File: src/rtl/connect4_pkg.sv
// Shared Connect Four types: board geometry, cell codes, move status and FSM states.
package connect4_pkg;
  localparam int ROWS    = 6;
  localparam int COLS    = 7;
  localparam int WIN_LEN = 4;

  typedef enum logic [1:0] {EMPTY = 2'b00, P1 = 2'b01, P2 = 2'b10, HILITE = 2'b11} cell_t;

  typedef enum logic [2:0] {
    OK = 3'b000, WIN = 3'b001, DRAW = 3'b010, COL_FULL = 3'b011, BAD_REQ = 3'b100
  } status_t;

  typedef enum logic [2:0] {IDLE, SCAN, PLACE, CHK_POS, CHK_NEG, MARK, DONE} state_t;

  // Line directions as (row, col) steps: right, down, down-right, down-left.
  localparam logic signed [4:0] DIR_DR [4] = '{5'sd0, 5'sd1, 5'sd1,  5'sd1};
  localparam logic signed [4:0] DIR_DC [4] = '{5'sd1, 5'sd0, 5'sd1, -5'sd1};
endpackage

File: src/rtl/board_probe.sv
// Bounds-checked cell compare: match when (row, col) lies on the board and holds player.
module board_probe #(
  parameter int ROWS = connect4_pkg::ROWS,
  parameter int COLS = connect4_pkg::COLS
) (
  input  logic [0:ROWS-1][0:COLS-1][1:0] board,
  input  logic signed [4:0]              row,
  input  logic signed [4:0]              col,
  input  logic [1:0]                     player,
  output logic                           match
);
  localparam logic signed [4:0] R_LIM = 5'(ROWS);
  localparam logic signed [4:0] C_LIM = 5'(COLS);

  logic       in_bounds;
  logic [2:0] ri, ci;

  // Index is forced to 0 when off-board so no probe aliases into another row/column.
  always_comb begin
    in_bounds = (row >= 5'sd0) && (row < R_LIM) && (col >= 5'sd0) && (col < C_LIM);
    ri        = in_bounds ? row[2:0] : 3'd0;
    ci        = in_bounds ? col[2:0] : 3'd0;
    match     = in_bounds && (board[ri][ci] == player);
  end
endmodule

File: src/rtl/board_writer.sv
// Connect Four game-state engine: sole writer of the board, gravity drop, win scan/highlight,
// turn order, move count and game-over tracking.
module board_writer
  import connect4_pkg::*;
#(
  parameter int ROWS    = connect4_pkg::ROWS,
  parameter int COLS    = connect4_pkg::COLS,
  parameter int WIN_LEN = connect4_pkg::WIN_LEN
) (
  input  logic                           clk,
  input  logic                           rst,
  input  logic                           clear,
  input  logic                           drop_valid,
  input  logic [2:0]                     drop_col,
  input  logic [1:0]                     drop_player,
  output logic                           drop_ready,
  output logic                           drop_done,
  output status_t                        drop_status,
  output logic [0:ROWS-1][0:COLS-1][1:0] board,
  output logic [1:0]                     next_player,
  output logic                           game_over,
  output logic [1:0]                     winner,
  output logic [5:0]                     moves
);
  state_t            state;
  logic [2:0]        r, col, count, m, cnt_next;
  logic [1:0]        player, dir, k, n;
  logic signed [4:0] dr, dc, off, pr, pc;
  logic              match, bad_req;

  assign drop_ready = (state == IDLE);
  assign cnt_next   = count + {2'b0, match};
  assign bad_req    = (drop_col >= 3'(COLS)) || !(drop_player == P1 || drop_player == P2) ||
                      (drop_player != next_player) || game_over;

  // One shared offset serves both probing (+/-k) and marking (m - n from the piece).
  always_comb begin
    dr = DIR_DR[dir];
    dc = DIR_DC[dir];
    case (state)
      CHK_POS: off = $signed({3'b0, k});
      CHK_NEG: off = -$signed({3'b0, k});
      MARK:    off = $signed({2'b0, m}) - $signed({3'b0, n});
      default: off = '0;
    endcase
    pr = $signed({2'b0, r})   + dr * off;
    pc = $signed({2'b0, col}) + dc * off;
  end

  board_probe #(.ROWS(ROWS), .COLS(COLS)) u_probe (
    .board(board), .row(pr), .col(pc), .player(player), .match(match)
  );

  always_ff @(posedge clk) begin
    if (rst) begin
      board <= '0;  state <= IDLE;  next_player <= P1;  game_over <= 1'b0;
      winner <= EMPTY;  moves <= '0;  drop_status <= OK;  drop_done <= 1'b0;
      r <= '0;  col <= '0;  player <= '0;  dir <= '0;  k <= 2'd1;
      count <= 3'd1;  m <= '0;  n <= '0;
    end else begin
      case (state)
        IDLE: begin
          if (clear) begin
            board <= '0;  next_player <= P1;  game_over <= 1'b0;
            winner <= EMPTY;  moves <= '0;  drop_status <= OK;
          end else if (drop_valid) begin
            col    <= drop_col;
            player <= drop_player;
            r      <= 3'(ROWS - 1);
            if (bad_req) begin
              drop_status <= BAD_REQ;
              drop_done   <= 1'b1;
              state       <= DONE;
            end else begin
              state <= SCAN;
            end
          end
        end
        SCAN: begin
          if (board[r][col] == EMPTY) begin
            state <= PLACE;
          end else if (r == 3'd0) begin
            drop_status <= COL_FULL;
            drop_done   <= 1'b1;
            state       <= DONE;
          end else begin
            r <= r - 3'd1;
          end
        end
        PLACE: begin
          board[r][col] <= player;
          moves <= moves + 6'd1;
          dir   <= '0;
          count <= 3'd1;
          k     <= 2'd1;
          n     <= '0;
          state <= CHK_POS;
        end
        CHK_POS: begin
          if (match) count <= cnt_next;
          if (match && k != 2'd3) k <= k + 2'd1;
          else begin
            k     <= 2'd1;
            state <= CHK_NEG;
          end
        end
        CHK_NEG: begin
          if (match) begin
            count <= cnt_next;
            n     <= k;
          end
          if (match && k != 2'd3) k <= k + 2'd1;
          else begin
            k <= 2'd1;
            if (cnt_next >= 3'(WIN_LEN)) begin
              m     <= '0;
              state <= MARK;
            end else if (dir != 2'd3) begin
              dir   <= dir + 2'd1;
              count <= 3'd1;
              n     <= '0;
              state <= CHK_POS;
            end else begin
              drop_status <= (moves == 6'd42) ? DRAW : OK;
              drop_done   <= 1'b1;
              state       <= DONE;
            end
          end
        end
        MARK: begin
          board[pr[2:0]][pc[2:0]] <= HILITE;
          if (m == count - 3'd1) begin
            game_over   <= 1'b1;
            winner      <= player;
            drop_status <= WIN;
            drop_done   <= 1'b1;
            state       <= DONE;
          end else begin
            m <= m + 3'd1;
          end
        end
        DONE: begin
          drop_done <= 1'b0;
          if (drop_status == OK)   next_player <= (next_player == P1) ? P2 : P1;
          if (drop_status == DRAW) game_over <= 1'b1;
          state <= IDLE;
        end
        default: state <= IDLE;
      endcase
    end
  end
endmodule

File: config.mk
export PLATFORM = sky130hd
export DESIGN_NAME = board_writer
export DESIGN_NICKNAME = d
export VERILOG_FILES = /design/src/rtl/connect4_pkg.sv /design/src/rtl/board_probe.sv /design/src/rtl/board_writer.sv
export SDC_FILE = /design/constraint.sdc
export NUM_CORES = 1
export LEC_CHECK = 0
export CAP_MARGIN = 15
export CELL_PAD_IN_SITES_DETAIL_PLACEMENT = 2
export CELL_PAD_IN_SITES_GLOBAL_PLACEMENT = 2
export CORE_MARGIN = 8
export CORE_UTILIZATION = 33
export CTS_BUF_LIST = sky130_fd_sc_hd__clkbuf_4 sky130_fd_sc_hd__clkbuf_8
export CTS_CLUSTER_DIAMETER = 120
export DETAILED_ROUTE_END_ITERATION = 8
export PLACE_DENSITY_LB_ADDON = 0.1
export SYNTH_ARGS = -nofsm -noshare
export SYNTH_HDL_FRONTEND = slang
export SYNTH_SLANG_ARGS = --single-unit
File: constraint.sdc
create_clock -name clk -period 9.6 [get_ports clk]
set_input_delay 1.92 -clock clk [delete_from_list [all_inputs] [get_ports clk]]
set_output_delay 1.92 -clock clk [all_outputs]
set_load 0.005 [all_outputs]
==> results.txt, run 1 <==
----------------------------------------------------
[STA]
  Final Setup Violations ... 0
  Worst relative slew slack ... 0.2054
  Min Tclk post-route ... 8.808 ns
  Period Utilization, post-route ... 0.9175
  Unrepaired setup endpoints after global routing ... no
  Hold Fails Final Rpt ... 0
  Worst clock skew ... 0.02544 ns
  Worst Tran Pin Value ... 1.191 ns
  Setup TNS Final ... 0 ns
  Highest attainable clock frequency ... 113.5 MHz
  Total count of max-transition violations in the final report ... 0

[Flow run]
  Number of max-cap violations ... 0

[Drt]
  Number of nets with antenna violations after routing ... 0
  Avg Vias per Cell ... 6.041
  Number of remaining DRC errors ... 0
  Detailed router's first-iteration violation count ... 753
  Routed wire length per instance ... 25.43 um
  Count of vias placed by the detailed router ... 11,550
  Wire length after detailed routing ... 48,620 um
  Iteration count of the initial detailed-routing pass ... 5

[Synth]
  Main area contributors after synthesis ... sky130_fd_sc_hd__dfxtp_1 25%, sky130_fd_sc_hd__o21ai_0 14%, sky130_fd_sc_hd__a21oi_1 10%, sky130_fd_sc_hd__nand2_1 6.4%, sky130_fd_sc_hd__nor2_1 4.6%
  Cell taking the most area after synthesis ... sky130_fd_sc_hd__dfxtp_1
  Cell Area, Synth ... 9727 um^2
  Number of enable-type register cells in the synthesized netlist ... 0
  Post-synth top flop ... sky130_fd_sc_hd__dfxtp_1
  Fraction of the yosys area taken by sequential cells ... 0.2511
  Post-Syn Instances ... 1,463
  Share of synthesized registers carrying an async set or reset ... 0
  Post-synthesis average cell area ... 6.649 um^2
  Synth Register Bits ... 122
  Share of Yosys cell area claimed by the top area cell type ... 0.2511
  Number of warnings reported in the yosys synthesis log ... 0
  Post-synthesis net count ... 1,509
  Count of cell types in the netlist ... 90

[Critical path]
  Count of cells along the worst register-to-register path ... 30
  R2R Setup Slk ... 0.79 ns
  Largest incremental delay on the critical path ... 0.60 ns
  Start of the worst register-to-register path ... state[0]$_SDFFE_PP0P_
  Critical Path AT ... 9.20 ns
  Maximum fanout along the worst path ... 17
  Data required time at the worst endpoint ... 9.99 ns
  Crit path max-delay cell type ... sky130_fd_sc_hd__dfxtp_1
  Sum of buffers and inverters on the critical path ... 3
  Worst Path Class, Setup ... reg -> reg
  Worst reg2reg endpoint ... drop_status[2]$_SDFFE_PP0P_
  Type of destination of the critical path ... flop
  Startpoint types ... flop
  Crit path max-delay family ... compound AO/OA/AOI/OAI gates

[Global routing]
  Antenna violations before repair ... 1
  Pin count of the biggest net entering global routing ... 85
  Wire length of the first global-routing pass ... 74,370 um
  Total congestion overflow after global routing ... 0
  Total global routing track utilization ... 0.2696
  Number of global-route vias before repair ... 11,826

[CTS]
  Resized Gates After CTS ... 0
  Max Buffers Root-to-Sink ... 2
  Setup Buffers After CTS ... 0
  Cell at the root of the clock tree ... sky130_fd_sc_hd__clkbuf_8
  Cts bufs inserted ... 17
  CTS Sinks ... 122
  Worst-skew pair later-pin latency ... 0.50 ns
  Clock tree from TritonCTS ... done
  Count of hold-fix buffers inserted at cts ... 0
  Htree depth ... 4
  Clock-pin slew on the worst setup and hold paths ... 0.10 ns

[Layout]
  Most frequent cells in the layout ... 274 x sky130_fd_sc_hd__o21ai_0, 201 x sky130_fd_sc_hd__a21oi_1, 165 x sky130_fd_sc_hd__nand2_1
  Number of nets at the end of the flow ... 1,555
  Fraction of layout cells with a size suffix above 1 ... 0.06767
  Antenna cell count ... 0
  Number of fill cells in the layout ... 3,569
  Final design instance area without fill ... 11,510 um^2
  Most common cell after layout, fill and taps aside ... sky130_fd_sc_hd__o21ai_0
  Register Area ... 2445 um^2
  Area growth, synth to finish ... 18.36%
  Multi-input gate area ... 6514 um^2

[Floorplan]
  CORE AREA ... 29,320 um^2
  Floorplan die height ... 187.7 um
  Die extent in x ... 187.7 um
  Initial cell density of the core ... 0.3317
  Top-level I/O count ... 109
  Site row count ... 63
  Die area ... 35,230 um^2

[Status]
  Run status ... finished, final reports clean

[Hold path]
  WHS Endpoint ... dir[1]$_SDFFE_PP0P_
  Tightest Hold Check Type ... reg -> reg
  Hold Startpoint ... dir[1]$_SDFFE_PP0P_
  Depth of the worst hold-timing path ... 2

[Placed design]
  Post-detailed-placement cell area ... 11,130 um^2
  Weighted congestion reported at the end of routability-driven placement ... 0.9234
  Total half-perimeter wirelength after legalization and detailed placement ... 35,020 um
  IO buf count ... 108

[Power]
  Worst vdd rail ir drop ... 100.7 uV
  Power per standard cell area ... 252.1 nW/um^2
  Leakage power ... 3.454 nW

----------------------------------------------------
-- power by group --
part	switching (W)	internal [W]	total, W
combinational	0.00124	0.000528	0.00176
clock	0.000283	0.000214	0.000497
sequential	0.0000922	0.000550	0.000642
-- metrics by stage --
step | total power (W) | instances | worst slack (ns) | util | hold slack, ns
after floorplan | 0.001768 | 1463 | 1.954 | - | 0.4461
after global placement | 0.002355 | 1880 | 1.191 | 0.3796 | 0.4691
after detailed placement | 0.002387 | 1880 | 0.8936 | 0.3796 | 0.4731
after CTS | 0.002889 | 1912 | 0.8351 | 0.3926 | 0.4863
after global routing | 0.003063 | 1912 | 0.1774 | 0.3926 | 0.5138
final | 0.002903 | 1912 | 0.7919 | 0.3926 | 0.4873
-- metal layers --
metal,routed length (um),global-route usage
met1,23610,0.3822
met2,21500,0.4161
met4,1070,0.07697
met3,2417,0.04142
met5,13,0
-- sequential cells by signal (all words and copies together), names as in the netlist --
signal       count
next_player      2
winner           2
n                2
m                3
state            3
player           2
drop_status      3
col              3
k                2
board           84
game_over        1
moves            6
count            3
r                3
drop_done        1
dir              2
-- worst reg2reg max path, delay by kind of cell (launching register included) --
kind            cells  cell delay (ns)
fa+ha+maj           6             2.06
mux                 1             0.32
buf+inv             3             0.53
compound gates      9             2.34
simple gates        7             1.73
flops               1             0.60
xor+xnor            4             1.14
-- cells by family after synthesis --
| family | after synthesis | share of synthesized area |
|---|---|---|
| simple gates | 470 | 0.2317 |
| buf+inv | 219 | 0.08798 |
| mux | 23 | 0.02611 |
| flops | 122 | 0.2511 |
| xor+xnor | 19 | 0.01852 |
| compound gates | 573 | 0.3332 |
| fa+ha+maj | 37 | 0.05145 |
-- area by class of cell --
type / instances / area share
clock inverter: 14 / 0.01206
clock buffer: 18 / 0.02098
timing repair buffer: 131 / 0.1089
multi-input combinational: 1122 / 0.5658
inverter: 115 / 0.03750
sequential: 122 / 0.2124
tap: 390 / 0.04239
-- cell usage after synthesis, types with 9 or more instances --
| master | count |
|---|---|
| sky130_fd_sc_hd__dfxtp_1 | 122 |
| sky130_fd_sc_hd__nor2_1 | 119 |
| sky130_fd_sc_hd__o21ai_0 | 274 |
| sky130_fd_sc_hd__or3_1 | 11 |
| sky130_fd_sc_hd__clkbuf_1 | 88 |
| sky130_fd_sc_hd__xnor2_1 | 11 |
| sky130_fd_sc_hd__nand4_1 | 11 |
| sky130_fd_sc_hd__nand2_1 | 167 |
| sky130_fd_sc_hd__nor3_1 | 14 |
| sky130_fd_sc_hd__mux2i_1 | 16 |
| sky130_fd_sc_hd__ha_1 | 32 |
| sky130_fd_sc_hd__inv_1 | 111 |
| sky130_fd_sc_hd__o211ai_1 | 9 |
| sky130_fd_sc_hd__a21oi_1 | 201 |
| sky130_fd_sc_hd__nor2b_1 | 12 |
| sky130_fd_sc_hd__nand3_1 | 77 |
| sky130_fd_sc_hd__buf_1 | 9 |
-- worst max path at each step --
stage                                  endpoint                  start  depth (start not counted)
finish              drop_status[2]$_SDFFE_PP0P_  state[0]$_SDFFE_PP0P_                         30
global route        drop_status[2]$_SDFFE_PP0P_  state[0]$_SDFFE_PP0P_                         30
CTS                 drop_status[2]$_SDFFE_PP0P_  state[0]$_SDFFE_PP0P_                         30
detailed placement  drop_status[2]$_SDFFE_PP0P_  state[0]$_SDFFE_PP0P_                         30
global placement    drop_status[2]$_SDFFE_PP0P_      m[0]$_SDFFE_PP0P_                         33
floorplan           drop_status[2]$_SDFFE_PP0P_      m[0]$_SDFFE_PP0P_                         33
(Power assumes the default switching activity.)
==> inputs of run 2 (changes only) <==
--- a/config.mk
+++ b/config.mk
@@ -13,6 +13,7 @@
 export CTS_BUF_LIST = sky130_fd_sc_hd__clkbuf_4 sky130_fd_sc_hd__clkbuf_8
 export CTS_CLUSTER_DIAMETER = 120
 export DETAILED_ROUTE_END_ITERATION = 8
+export GPL_TIMING_DRIVEN = 0
 export PLACE_DENSITY_LB_ADDON = 0.1
 export SYNTH_ARGS = -nofsm -noshare
 export SYNTH_HDL_FRONTEND = slang
==> constraint.sdc (replaced) <==
create_clock -name clk -period 10.1 [get_ports clk]
set_input_delay 2.02 -clock clk [delete_from_list [all_inputs] [get_ports clk]]
set_output_delay 2.02 -clock clk [all_outputs]
set_load 0.005 [all_outputs]
==> run 2 against run 1 <==
Net effect: hold slack better by 0.029 ns; clock skew is 0.010 ns lower; die area unchanged; clock power is 4% lower; largest power group unchanged; worst setup slack worse by 0.31 ns; largest cell class unchanged; non-clock buffer count rose by 89; flip-flop and latch count is the same; routed wire length is 19% higher; via count up 8.4%; sequential share of layout area fell by 0.51 points; count of clock-buffer cells in the layout stayed put; final cell count up 4.6%; highest routed layer unchanged.
==> results.txt, run 2 (synthesized netlist as in run 1, its figures left out) <==
----------------------------------------------------
[Status]
  Run status ... finished, final reports clean

[Drt]
  Count of vias placed by the detailed router ... 12,516
  Iteration count of the initial detailed-routing pass ... 5
  Number of nets with antenna violations after routing ... 0
  Detailed router's first-iteration violation count ... 1,091
  Wire length after detailed routing ... 57,800 um
  Routed wire length per instance ... 28.90 um
  Number of remaining DRC errors ... 0
  Avg Vias per Cell ... 6.258

[Critical path]
  Worst reg2reg endpoint ... drop_status[2]$_SDFFE_PP0P_
  Start of the worst register-to-register path ... state[1]$_SDFFE_PP0P_
  Data required time at the worst endpoint ... 10.49 ns
  First element of the critical path ... state[1]$_SDFFE_PP0P_
  Worst Path Class, Setup ... reg -> reg
  Largest incremental delay on the critical path ... 0.57 ns
  R2R Setup Slk ... 0.48 ns
  Type of destination of the critical path ... flop
  Crit path max-delay cell type ... sky130_fd_sc_hd__nor4_1
  Maximum fanout along the worst path ... 10
  Count of cells along the worst register-to-register path ... 31
  Startpoint types ... flop
  Critical Path AT ... 10.01 ns
  Destination of the critical timing path ... drop_status[2]$_SDFFE_PP0P_

[CTS]
  Worst-skew pair later-pin latency ... 0.51 ns
  Setup Buffers After CTS ... 0
  Resized Gates After CTS ... 0
  Clock-pin slew on the worst setup and hold paths ... 0.09 ns
  Htree depth ... 4
  Clock tree from TritonCTS ... done
  Cts bufs inserted ... 17
  Count of hold-fix buffers inserted at cts ... 0
  CTS Sinks ... 122
  Cell at the root of the clock tree ... sky130_fd_sc_hd__clkbuf_8
  Max Buffers Root-to-Sink ... 2

[Floorplan]
  Floorplan die height ... 187.7 um
  Top-level I/O count ... 109
  Site row count ... 63
  Die extent in x ... 187.7 um
  CORE AREA ... 29,320 um^2
  Initial cell density of the core ... 0.3317
  Die area ... 35,230 um^2

[STA]
  Period Utilization, post-route ... 0.9523
  Setup TNS Final ... 0 ns
  Hold Fails Final Rpt ... 0
  Worst Tran Pin Value ... 1.326 ns
  Highest attainable clock frequency ... 104.0 MHz
  Final Setup Violations ... 0
  Unrepaired setup endpoints after global routing ... no
  Min Tclk post-route ... 9.618 ns
  Total count of max-transition violations in the final report ... 0
  Worst clock skew ... 0.01525 ns
  Worst relative slew slack ... 0.1143

[Global routing]
  Pin count of the biggest net entering global routing ... 17
  Wire length of the first global-routing pass ... 85,560 um
  Total global routing track utilization ... 0.3214
  Number of global-route vias before repair ... 12,933
  Antenna violations before repair ... 1
  Total congestion overflow after global routing ... 0

[Flow run]
  Number of max-cap violations ... 0

[Power]
  Final total power ... 0.003020 W
  Leakage power ... 3.517 nW
  Worst vdd rail ir drop ... 118.3 uV
  Power per standard cell area ... 256.3 nW/um^2

[Layout]
  Registers with the highest flip-flop counts ... board x84, moves x6
  Fraction of layout cells with a size suffix above 1 ... 0.05155
  Number of flip-flops in the largest register ... 84
  Number of nets at the end of the flow ... 1,644
  Most frequent cells in the layout ... 274 x sky130_fd_sc_hd__o21ai_0, 201 x sky130_fd_sc_hd__a21oi_1, 167 x sky130_fd_sc_hd__nand2_1
  Antenna cell count ... 0
  Area growth, synth to finish ... 21.15%
  Largest register by flop count ... board
  Most common cell after layout, fill and taps aside ... sky130_fd_sc_hd__o21ai_0

[Placed design]
  Total half-perimeter wirelength after legalization and detailed placement ... 43,630 um
  IO buf count ... 108
  Weighted congestion reported at the end of routability-driven placement ... 0.9889

[Hold path]
  Tightest Hold Check Type ... reg -> reg

----------------------------------------------------
-- run 2: cell types whose count changed in the layout (fill, tap and decap cells not counted), moves of 3 or more --
| cell | before | now |
|---|---|---|
| sky130_fd_sc_hd__buf_2 | 0 | 5 |
| sky130_fd_sc_hd__inv_6 | 5 | 1 |
| sky130_fd_sc_hd__buf_6 | 0 | 8 |
| sky130_fd_sc_hd__buf_4 | 23 | 1 |
| sky130_fd_sc_hd__buf_1 | 0 | 9 |
| sky130_fd_sc_hd__clkbuf_1 | 0 | 88 |
| sky130_fd_sc_hd__nor3_1 | 9 | 12 |
-- run 2: layout make-up --
cell class | instances | area (um^2)
fillers | 3593 | 17540
multi-input cells | 1122 | 6451
flip-flops and latches | 122 | 2442
repair buffers | 116 | 1151
well taps | 390 | 488.0
inverters | 115 | 431.7
plain buffers | 104 | 424.2
clock buffers | 18 | 247.7
clock inverters | 13 | 147.6
-- run 2: critical path, delay by kind of cell, from the launching register on --
family | cells | cell delay [ns]
buffers and inverters | 5 | 1.33
AOI/OAI and AO/OA | 7 | 2.23
adders and majority gates | 6 | 2.03
and+or+nand+nor | 7 | 1.94
muxes | 2 | 0.59
DFF | 1 | 0.31
xor gates and xnor gates | 4 | 1.04
-- run 2: worst min-delay path by stage --
stage | end | slack, ns | start | cells past startpoint
after floorplan | dir[1]$_SDFFE_PP0P_ | 0.45 | dir[1]$_SDFFE_PP0P_ | 2
after global placement | dir[1]$_SDFFE_PP0P_ | 0.47 | dir[1]$_SDFFE_PP0P_ | 2
after detailed placement | drop_done$_SDFFE_PP0P_ | 0.50 | drop_done$_SDFFE_PP0P_ | 1
after CTS | drop_done$_SDFFE_PP0P_ | 0.52 | drop_done$_SDFFE_PP0P_ | 1
after global routing | board[53]$_SDFFE_PP0P_ | 0.54 | board[53]$_SDFFE_PP0P_ | 2
final | drop_done$_SDFFE_PP0P_ | 0.52 | drop_done$_SDFFE_PP0P_ | 1
-- run 2: per-layer routing --
| metal | vias to the layer above | part of all wire | track usage |
|---|---|---|---|
| li1 | 5435 | - | - |
| met1 | 6386 | 0.45 | 0.4347 |
| met5 | - | 0.00021 | 0 |
| met4 | 2 | 0.044 | 0.1494 |
| met3 | 130 | 0.070 | 0.05442 |
| met2 | 563 | 0.43 | 0.4918 |
-- run 2: where the power goes --
part	leakage, nW	internal [W]	switching, W
logic	2.34	0.000538	0.00143
registers	0.985	0.000522	0.0000532
clock network	0.187	0.000226	0.000252
-- run 2: metrics by stage --
stage	instance area [um^2]	setup WS [ns]	instances	util	hold slack, ns
6_report	11780	0.4823	2000	0.4019	0.5166
5_1_grt	11780	0.08033	2000	0.4019	0.5429
4_1_cts	11770	0.4311	1999	0.4015	0.5215
3_5_place_dp	11380	0.5117	1968	0.3880	0.5020
3_3_place_gp	11300	0.7433	1961	0.3852	0.4655
2_1_floorplan	9727	2.454	1463	-	0.4461
==> inputs of run 3 (changes only) <==
--- a/config.mk
+++ b/config.mk
@@ -15,6 +15,7 @@
 export DETAILED_ROUTE_END_ITERATION = 8
 export GPL_TIMING_DRIVEN = 0
 export PLACE_DENSITY_LB_ADDON = 0.1
+export SLEW_MARGIN = 20
 export SYNTH_ARGS = -nofsm -noshare
 export SYNTH_HDL_FRONTEND = slang
 export SYNTH_SLANG_ARGS = --single-unit
==> run 3 against run 2 <==
Net effect: register-to-register slack worse by 0.05 ns; first-iteration DRC count down 4.9%; die area unchanged; critical path depth unchanged; critical endpoint unchanged; largest cell class unchanged.
==> results.txt, run 3 (synthesized netlist as in run 1, its figures left out) <==
----------------------------------------------------
[Global routing]
  Number of global-route vias before repair ... 12,891
  Antenna violations before repair ... 3
  Wire length of the first global-routing pass ... 85,660 um
  Total congestion overflow after global routing ... 0
  Pin count of the biggest net entering global routing ... 17
  Total global routing track utilization ... 0.3218

[Drt]
  Number of remaining DRC errors ... 0
  Number of nets with antenna violations after routing ... 0
  Avg Vias per Cell ... 6.306
  Count of vias placed by the detailed router ... 12,587
  Detailed router's first-iteration violation count ... 1,038
  Routed wire length per instance ... 29.03 um
  Wire length after detailed routing ... 57,950 um
  Iteration count of the initial detailed-routing pass ... 5

[Flow run]
  Number of max-cap violations ... 0

[Layout]
  Registers with the highest flip-flop counts ... board x84, moves x6
  Final design instance area without fill ... 11,780 um^2
  Area growth, synth to finish ... 21.07%
  Number of flip-flops in the largest register ... 84
  Final Util ... 0.4016
  Final Non-Filler Cells ... 1,996
  Fraction of layout cells with a size suffix above 1 ... 0.05230
  Most frequent cells in the layout ... 274 x sky130_fd_sc_hd__o21ai_0, 201 x sky130_fd_sc_hd__a21oi_1, 167 x sky130_fd_sc_hd__nand2_1
  Most common cell after layout, fill and taps aside ... sky130_fd_sc_hd__o21ai_0
  Number of nets at the end of the flow ... 1,640
  Largest register by flop count ... board
  Antenna cell count ... 0
  Register Area ... 2442 um^2
  Multi-input gate area ... 6476 um^2
  Number of fill cells in the layout ... 3,615

[Critical path]
  Sum of buffers and inverters on the critical path ... 5
  Crit path max-delay family ... compound AO/OA/AOI/OAI gates
  Start of the worst register-to-register path ... state[1]$_SDFFE_PP0P_
  Count of cells along the worst register-to-register path ... 31
  Largest incremental delay on the critical path ... 0.57 ns
  Worst Path Class, Setup ... reg -> reg
  Critical Path AT ... 10.06 ns
  Startpoint types ... flop
  Worst reg2reg endpoint ... drop_status[2]$_SDFFE_PP0P_
  Maximum fanout along the worst path ... 10
  R2R Setup Slk ... 0.43 ns
  Type of destination of the critical path ... flop
  Data required time at the worst endpoint ... 10.49 ns
  Crit path max-delay cell type ... sky130_fd_sc_hd__nor3_4

[CTS]
  CTS Sinks ... 122
  Count of hold-fix buffers inserted at cts ... 0
  Htree depth ... 4
  Clock-pin slew on the worst setup and hold paths ... 0.09 ns
  Worst-skew pair later-pin latency ... 0.50 ns
  Cts bufs inserted ... 17
  Max Buffers Root-to-Sink ... 2
  Clock tree from TritonCTS ... done
  Cell at the root of the clock tree ... sky130_fd_sc_hd__clkbuf_8
  Setup Buffers After CTS ... 0

[Placed design]
  IO buf count ... 108
  Weighted congestion reported at the end of routability-driven placement ... 0.9889
  Post-detailed-placement cell area ... 11,370 um^2
  Cell count after placement ... 1,965
  Total half-perimeter wirelength after legalization and detailed placement ... 43,500 um

[Hold path]
  Tightest Hold Check Type ... reg -> reg
  WHS Endpoint ... dir[1]$_SDFFE_PP0P_
  Depth of the worst hold-timing path ... 2
  Hold Startpoint ... dir[1]$_SDFFE_PP0P_

[Floorplan]
  CORE AREA ... 29,320 um^2
  Die extent in x ... 187.7 um
  Floorplan die height ... 187.7 um
  Top-level I/O count ... 109
  Initial cell density of the core ... 0.3317
  Site row count ... 63
  Die area ... 35,230 um^2

[STA]
  Worst Tran Pin Value ... 1.135 ns
  Setup TNS Final ... 0 ns
  Min Tclk post-route ... 9.671 ns
  Unrepaired setup endpoints after global routing ... no
  Worst relative slew slack ... 0.2433
  Total count of max-transition violations in the final report ... 0
  Highest attainable clock frequency ... 103.4 MHz
  Period Utilization, post-route ... 0.9575
  Hold Fails Final Rpt ... 0
  Worst clock skew ... 0.01466 ns
  Final Setup Violations ... 0

[Power]
  Leakage power ... 3.505 nW
  Worst vdd rail ir drop ... 142.5 uV
  Power per standard cell area ... 256.9 nW/um^2

[Status]
  Run status ... finished, final reports clean

----------------------------------------------------
-- run 3: through the flow --
stage	setup WS, ns	hold WS [ns]	total power (W)
after floorplan	2.454	0.4461	0.001680
after global placement	0.7433	0.4655	0.002420
after detailed placement	0.5638	0.5012	0.002483
after CTS	0.4821	0.5189	0.002970
after global routing	0.1021	0.5215	0.003133
final	0.4294	0.5148	0.003025
-- run 3: tightest hold or removal path, cell delays in order, from the launching register on --
cell,delay [ns]
sky130_fd_sc_hd__dfxtp_1,0.34
sky130_fd_sc_hd__nand2_1,0.08
sky130_fd_sc_hd__o2bb2ai_1,0.06
-- run 3: worst max-delay path by stage --
stage,from,to,cells after the start
6_report,state[1]$_SDFFE_PP0P_,drop_status[2]$_SDFFE_PP0P_,31
4_1_cts,state[2]$_SDFFE_PP0P_,drop_status[2]$_SDFFE_PP0P_,31
5_1_grt,state[0]$_SDFFE_PP0P_,drop_status[2]$_SDFFE_PP0P_,32
3_5_place_dp,state[2]$_SDFFE_PP0P_,drop_status[2]$_SDFFE_PP0P_,31
3_3_place_gp,state[2]$_SDFFE_PP0P_,drop_status[2]$_SDFFE_PP0P_,31
2_1_floorplan,m[0]$_SDFFE_PP0P_,drop_status[2]$_SDFFE_PP0P_,33
-- run 3: power breakdown --
part	leakage [nW]	internal (W)	switching, W
combinational	2.33	0.000535	0.00144
clock	0.187	0.000226	0.000249
sequential	0.985	0.000522	0.0000538
total	3.50	0.00128	0.00174
-- run 3: final cells by class --
cell class,instances,area share
plain buffers,104,0.03602
clock buffers,18,0.02104
clock inverters,13,0.01254
inverters,115,0.03666
multi-input cells,1122,0.5499
flip-flops and latches,122,0.2074
well taps,390,0.04144
repair buffers,112,0.09498
-- run 3: repair_timing --
action | in CTS | in global routing
hold endpoints to repair | 0 | 0
setup endpoints to repair | 0 | 1
gates resized for setup | 0 | 1
-- run 3: routing by layer --
layer	routed length [um]	track usage	vias up	part of all wire
met1	25990	0.4350	6427	0.45
met2	24890	0.4848	584	0.43
li1	-	-	5428	-
met5	35	0	-	0.00060
met4	2855	0.1676	6	0.049
met3	4183	0.05349	142	0.072
